--- config.mk ---
export PLATFORM = sky130hd
export DESIGN_NAME = alu_seq
export DESIGN_NICKNAME = d
export VERILOG_FILES = /design/src/rtl/alu_seq.sv
export SDC_FILE = /design/constraint.sdc
export NUM_CORES = 1
export LEC_CHECK = 0
export BUFFER_PORTS_ARGS = -buffer_cell sky130_fd_sc_hd__buf_2
export CORE_UTILIZATION = 40
export DETAILED_ROUTE_END_ITERATION = 10
export GPL_ROUTABILITY_DRIVEN = 0
export PLACE_DENSITY = 0.73
export SYNTH_ARGS = -nofsm -noshare
export SYNTH_HDL_FRONTEND = slang
export SYNTH_SLANG_ARGS = --single-unit
--- constraint.sdc ---
create_clock -name clk -period 2.1 [get_ports clk]
set_input_delay 0.105 -clock clk [delete_from_list [all_inputs] [get_ports clk]]
set_output_delay 0.105 -clock clk [all_outputs]
set_load 0.02 [all_outputs]
--- src/rtl/alu_seq.sv ---
// alu_seq: multi-nibble operation sequencer in front of a combinational 4-bit ALU.
//
// Accepts one W-bit operation (W = 4*NIBBLES) over a valid/ready handshake and
// walks the ALU through the operands one nibble per cycle, LSB nibble first.
// Carry and borrow are chained between nibbles. Shift bits that cross a nibble
// boundary are patched in. The assembled result is returned with full-width
// flags.
//
// Build option: define ALU_SEQ_CARRY_IN_EN to add the in_cin port. in_cin seeds
// the first-nibble carry (ADD) or borrow (SUB). Without the macro the seed is 0.
//
// Ports:
//   clk, rst_n          clock (rising edge), asynchronous active-low reset
//   in_valid/in_ready   operation request handshake (in_ready high only in IDLE)
//   in_op               000 ADD, 001 SUB, 010 AND, 011 OR, 100 XOR,
//                       101 NOT(a), 110 SHL(a), 111 SHR(a)
//   in_a, in_b          operands (in_b ignored by NOT/SHL/SHR)
//   in_cin              carry/borrow seed (ALU_SEQ_CARRY_IN_EN only)
//   out_valid/out_ready result handshake
//   out_c               result
//   out_flags           [0] carry/shift-out, [1] borrow, [2] zero, [3] unsigned a<b
//   alu_a, alu_b        ALU operand nibbles
//   alu_mode            ALU mode
//   alu_carry_f         ALU carry-in
//   alu_borrow_f        ALU borrow-in
//   alu_c, alu_flags    ALU result nibble and flags ([0] carry, [1] borrow, [3] a<b)
//
// state | meaning
// IDLE  | waiting for an operation, in_ready high
// RUN   | driving nibble idx_q into the ALU and capturing its result
// DONE  | first cycle publishes the result registers, then holds until out_ready

module alu_seq #(
  parameter int NIBBLES = 4,
  localparam int W = 4 * NIBBLES
) (
  input  logic         clk,
  input  logic         rst_n,
  input  logic         in_valid,
  output logic         in_ready,
  input  logic [2:0]   in_op,
  input  logic [W-1:0] in_a,
  input  logic [W-1:0] in_b,
`ifdef ALU_SEQ_CARRY_IN_EN
  input  logic         in_cin,
`endif
  output logic         out_valid,
  input  logic         out_ready,
  output logic [W-1:0] out_c,
  output logic [3:0]   out_flags,
  output logic [3:0]   alu_a,
  output logic [3:0]   alu_b,
  output logic [3:0]   alu_mode,
  output logic         alu_carry_f,
  output logic         alu_borrow_f,
  input  logic [3:0]   alu_c,
  input  logic [3:0]   alu_flags
);

  localparam int IDX_W = $clog2(NIBBLES);
  localparam int BASE_W = IDX_W + 2;
  localparam logic [IDX_W-1:0] LAST_IDX = IDX_W'(NIBBLES - 1);

  localparam logic [2:0] OP_ADD = 3'b000;
  localparam logic [2:0] OP_SUB = 3'b001;
  localparam logic [2:0] OP_AND = 3'b010;
  localparam logic [2:0] OP_OR  = 3'b011;
  localparam logic [2:0] OP_XOR = 3'b100;
  localparam logic [2:0] OP_NOT = 3'b101;
  localparam logic [2:0] OP_SHL = 3'b110;
  localparam logic [2:0] OP_SHR = 3'b111;

  typedef enum logic [1:0] {
    IDLE = 2'b00,
    RUN  = 2'b01,
    DONE = 2'b10
  } state_t;

  state_t             state_q, state_d;
  logic [2:0]         op_q;
  logic [W-1:0]       a_q, b_q, res_q;
  logic [IDX_W-1:0]   idx_q;
  logic               carry_q, borrow_q, lt_q;

  logic [BASE_W-1:0]  base;
  logic [3:0]         a_nib, b_nib;
  logic [W-1:0]       shl_full, shr_full;
  logic [3:0]         patch;
  logic [3:0]         res_nib;
  logic [3:0]         mode_run;
  logic               seed;
  logic               flag_c, flag_b;
  logic               accept;

  // The ALU's own zero flag only covers one nibble; the full-width zero flag
  // comes from the assembled result instead.
  logic               unused_alu_zero;
  assign unused_alu_zero = alu_flags[2];

`ifdef ALU_SEQ_CARRY_IN_EN
  assign seed = in_cin;
`else
  assign seed = 1'b0;
`endif

  assign in_ready = (state_q == IDLE);
  assign accept   = in_valid & in_ready;

  assign base  = {idx_q, 2'b00};
  assign a_nib = a_q[base +: 4];
  assign b_nib = b_q[base +: 4];

  // Whole-operand shifts give the bit that must cross into nibble idx_q:
  // bit 0 of the left-shifted nibble is a[4i-1], and bit 3 of the
  // right-shifted nibble is a[4i+4]. The zero fill at each end is the
  // required boundary value.
  assign shl_full = a_q << 1;
  assign shr_full = a_q >> 1;

  always_comb begin
    patch = 4'h0;
    if (op_q == OP_SHL) begin
      patch = shl_full[base +: 4] & 4'b0001;
    end else if (op_q == OP_SHR) begin
      patch = shr_full[base +: 4] & 4'b1000;
    end
  end

  assign res_nib = alu_c | patch;

  always_comb begin
    mode_run = 4'b0000;
    case (op_q)
      OP_ADD:  mode_run = 4'b0001;
      OP_SUB:  mode_run = 4'b0011;
      OP_AND:  mode_run = 4'b0110;
      OP_OR:   mode_run = 4'b0111;
      OP_XOR:  mode_run = 4'b1001;
      OP_NOT:  mode_run = 4'b1000;
      OP_SHL:  mode_run = 4'b0100;
      OP_SHR:  mode_run = 4'b0101;
      default: mode_run = 4'b0000;
    endcase
  end

  always_comb begin
    flag_c = 1'b0;
    case (op_q)
      OP_ADD:  flag_c = carry_q;
      OP_SHL:  flag_c = a_q[W-1];
      OP_SHR:  flag_c = a_q[0];
      default: flag_c = 1'b0;
    endcase
  end

  assign flag_b = (op_q == OP_SUB) & borrow_q;

  always_ff @(posedge clk or negedge rst_n) begin
    if (!rst_n) begin
      state_q <= IDLE;
    end else begin
      state_q <= state_d;
    end
  end

  // The ALU only sees operands while RUN is active. Outside RUN every
  // alu_* output is 0.
  always_comb begin
    state_d      = state_q;
    alu_a        = 4'h0;
    alu_b        = 4'h0;
    alu_mode     = 4'h0;
    alu_carry_f  = 1'b0;
    alu_borrow_f = 1'b0;
    case (state_q)
      IDLE: begin
        if (accept) state_d = RUN;
      end
      RUN: begin
        alu_a        = a_nib;
        alu_b        = b_nib;
        alu_mode     = mode_run;
        alu_carry_f  = (op_q == OP_ADD) & carry_q;
        alu_borrow_f = (op_q == OP_SUB) & borrow_q;
        if (idx_q == LAST_IDX) state_d = DONE;
      end
      DONE: begin
        if (out_valid && out_ready) state_d = IDLE;
      end
      default: state_d = IDLE;
    endcase
  end

  always_ff @(posedge clk or negedge rst_n) begin
    if (!rst_n) begin
      op_q      <= 3'b000;
      a_q       <= '0;
      b_q       <= '0;
      res_q     <= '0;
      idx_q     <= '0;
      carry_q   <= 1'b0;
      borrow_q  <= 1'b0;
      lt_q      <= 1'b0;
      out_valid <= 1'b0;
      out_c     <= '0;
      out_flags <= 4'h0;
    end else begin
      case (state_q)
        IDLE: begin
          if (accept) begin
            op_q     <= in_op;
            a_q      <= in_a;
            b_q      <= in_b;
            res_q    <= '0;
            idx_q    <= '0;
            carry_q  <= seed;
            borrow_q <= seed;
            lt_q     <= 1'b0;
          end
        end
        RUN: begin
          res_q[base +: 4] <= res_nib;
          if (op_q == OP_ADD) carry_q  <= alu_flags[0];
          if (op_q == OP_SUB) borrow_q <= alu_flags[1];
          // LSB-first compare: a strictly-less nibble decides unless a
          // higher nibble overrides it. Equal nibbles keep the earlier verdict.
          lt_q  <= alu_flags[3] | ((a_nib == b_nib) & lt_q);
          idx_q <= (idx_q == LAST_IDX) ? '0 : idx_q + IDX_W'(1);
        end
        DONE: begin
          // The first DONE cycle loads the output registers. The zero
          // detect then sees the complete patched result.
          if (!out_valid) begin
            out_valid <= 1'b1;
            out_c     <= res_q;
            out_flags <= {lt_q, (res_q == '0), flag_b, flag_c};
          end else if (out_ready) begin
            out_valid <= 1'b0;
          end
        end
        default: ;
      endcase
    end
  end

endmodule

==> results.cfg <==
[logic_synthesis]
ys_ff_latch = 79
synth_top_area_cell = dfrtp_1
ys_types = 45
synth-edff-count = 0
syn-num-nets = 447
yosysSeqAreaShare = 0.532
synthArstFlopShare = 1.00
synth_area_mm2 = 0.00371
ys_warn_count = 0
syn_avg_cell_area_um2 = 9.52
synth_top_flop_cell = dfrtp_1
yosysTopAreaCellShare = 0.532
netlist_instances = 390
netlist_top_cells_area = dfrtp_1 (53%), nand2_1 (17%), ha_1 (3.4%), mux4_2 (3.0%), mux4_1 (2.8%)

[floorplan]
die_height_um = 98.4
rows = 34
die_w_um = 98.4
ios = 83
initial_core_util = 0.420
die_area_mm2 = 0.00967
core_mm2 = 0.00885

[timing]
worst_pin_slew_ps = 583
setup_tns_ps = 0
min_period_over_period = 0.931
max_freq_mhz = 512
fin_skew_ps = 5.69
finalHoldViolCount = 0
hold-worst-slack_ps = 27.2
setup_viol = 0
slew_headroom = 0.612
grt_setup_unrepaired = no
drv_slew = 0
period_needed_ps = 1950

[drt]
drc = 5
dr.pass1.iters = 7
wl_per_cell_um = 13.8
wl_met3_um = 457
met1_length_um = 3760
num_vias = 3140
drtIter0Drc = 154
route.met2.wl_um = 4150
top_layer = met4
wl_um = 8580
vias_per_cell = 5.03
ant_nets = 0

[placement]
dpl.hpwl_um = 5960
io_buffers = 81

[layout]
area.growth.synth_to_final_pct = 30.7
fillers = 827
diodes = 0
drive_gt1_frac = 0.229
num-nets-final = 569
multiInputGateArea_mm2 = 0.00164
regArea_mm2 = 0.00198

[clocking]
cts_root_buf = clkbuf_8
clkSlewWorstSetupHoldPaths_ps = 70
cts_buffers = 9
ctsHtreeMaxLevel = 3
clock_latency_ps = 360
clockBufferDepth = 2
clkSinkCount = 79
tritoncts = done

[critical_path]
ff2ff_path_depth = 5
crit_path_max_fanout = 12
startpoint_type = flop
endpoint_kind = output port
path_class = flop to output port
crit_required_ps = 2000
cp.arrival_ps = 1850

[global_route]
grt.total_usage = 0.199
antenna_found_initial = 0
grt-ovfl-total = 0
grt_pass1_vias = 3180
grt_pass1_wl_um = 15000
grt_max_degree = 47

[power]
power.leakage_uw = 0.00255
peakVddDrop_mv = 0.660
p_per_area_mw_per_mm2 = 1390

[min_path]
hold_class = primary input to flop
holdPathStages = 2

[job]
drv_cap = 0

[status]
status = finished, violations left
violations = design-rule violations
==> cells by family (layout without fill, tap and decap cells) <==
| family | Yosys count | in the layout | share of synthesized area |
|---|---|---|---|
| fa+ha+maj | 10 | 10 | 0.0337 |
| buf+inv | 24 | 150 | 0.0296 |
| xor+xnor | 7 | 7 | 0.0165 |
| flops | 79 | 79 | 0.532 |
| mux | 10 | 10 | 0.0613 |
| simple gates | 215 | 215 | 0.248 |
| compound gates | 45 | 45 | 0.0785 |
==> registers in the layout (all words and copies together) (netlist names) <==
name       cells
a_q           16
carry_q        1
idx_q          2
borrow_q       1
res_q         16
op_q           3
out_c         16
lt_q           1
out_flags      4
b_q           16
out_valid      1
state_q        2
==> worst paths after layout <==
kind | from | to | slack, ps
min in group asynchronous | rst_n | out_c[14] | 290
max in group asynchronous | rst_n | idx_q[0] | 1190
worst min-delay path | alu_c[2] | res_q[6] | 30
worst max-delay path | idx_q[0] | alu_b[0] | 150
worst max register to register | idx_q[0] | lt_q | 380
worst min register to register | out_c[3] | out_c[3] | 470
==> Yosys cell counts (3+ instances only) <==
master and instances:
a21oi_1 9, mux4_1 4, dfrtp_1 79, a22o_1 8, clkbuf_1 12, inv_1 5
nor4_1 5, nand4_1 3, o21ai_0 16, buf_2 4, mux4_2 5, nand2_1 170
ha_1 10, nor2_1 7, and2_1 9, xnor2_1 5
==> timing repair <==
action | 4_1_cts | 5_1_grt
gates resized for setup | 2 | 1
hold buffers | 38 | 0
setup buffers | 0 | 2
endpoints found under the hold margin | 82 | 0
setup endpoints to repair | 3 | 2
==> where the power goes <==
part / switching (uW) / internal [uW] / leakage, uW
registers: 445 / 2100 / 0.00103
clock network: 519 / 606 / 0.0000985
logic: 1760 / 1330 / 0.00142
total: 2730 / 4030 / 0.00255
==> layout make-up <==
type,count,share of cell area
flip-flops and latches,79,0.407
multi-input cells,287,0.337
repair buffers,130,0.183
clock buffers,12,0.0320
well taps,108,0.0278
clock inverters,3,0.00876
inverters,5,0.00387
==> cell usage in the layout, fill, tap and decap left out, types with 3 or more instances in the layout <==
| cell | Yosys | routed |
|---|---|---|
| clkbuf_8 | 0 | 11 |
| mux4_2 | 5 | 5 |
| o21ai_0 | 16 | 16 |
| nor4_1 | 5 | 5 |
| a22o_1 | 8 | 8 |
| a21oi_1 | 9 | 9 |
| buf_4 | 2 | 10 |
| dlygate4sd3_1 | 0 | 38 |
| nor2_1 | 7 | 7 |
| ha_1 | 10 | 10 |
| dfrtp_1 | 79 | 78 |
| xnor2_1 | 5 | 5 |
| and2_1 | 9 | 9 |
| nand2_1 | 170 | 170 |
| inv_1 | 5 | 5 |
| mux4_1 | 4 | 4 |
| nand4_1 | 3 | 3 |
| buf_2 | 4 | 80 |
==> per-layer routing <==
metal	global-route usage	vias to the layer above
li1	-	1542
met1	0.246	1493
met2	0.328	85
met3	0.0437	20
met4	0.101	0
met5	0	-
==> through the flow <==
stage	std cells	total power (uW)	instance area [um2]	setup slack (ps)	util
after floorplan	390	4700	3710	407	-
after global placement	569	5480	4250	280	0.480
after detailed placement	569	5580	4250	268	0.480
after CTS	622	6780	4830	43.9	0.546
after global routing	624	7300	4850	24.5	0.549
final	624	6760	4850	145	0.549
==> worst max-delay path, stage by stage, from the launching register on <==
cell	delay [ps]
dfrtp_2	400
buf_6	170
mux4_1	590
and2_1	180
buf_2	160
(Power assumes the default switching activity.)
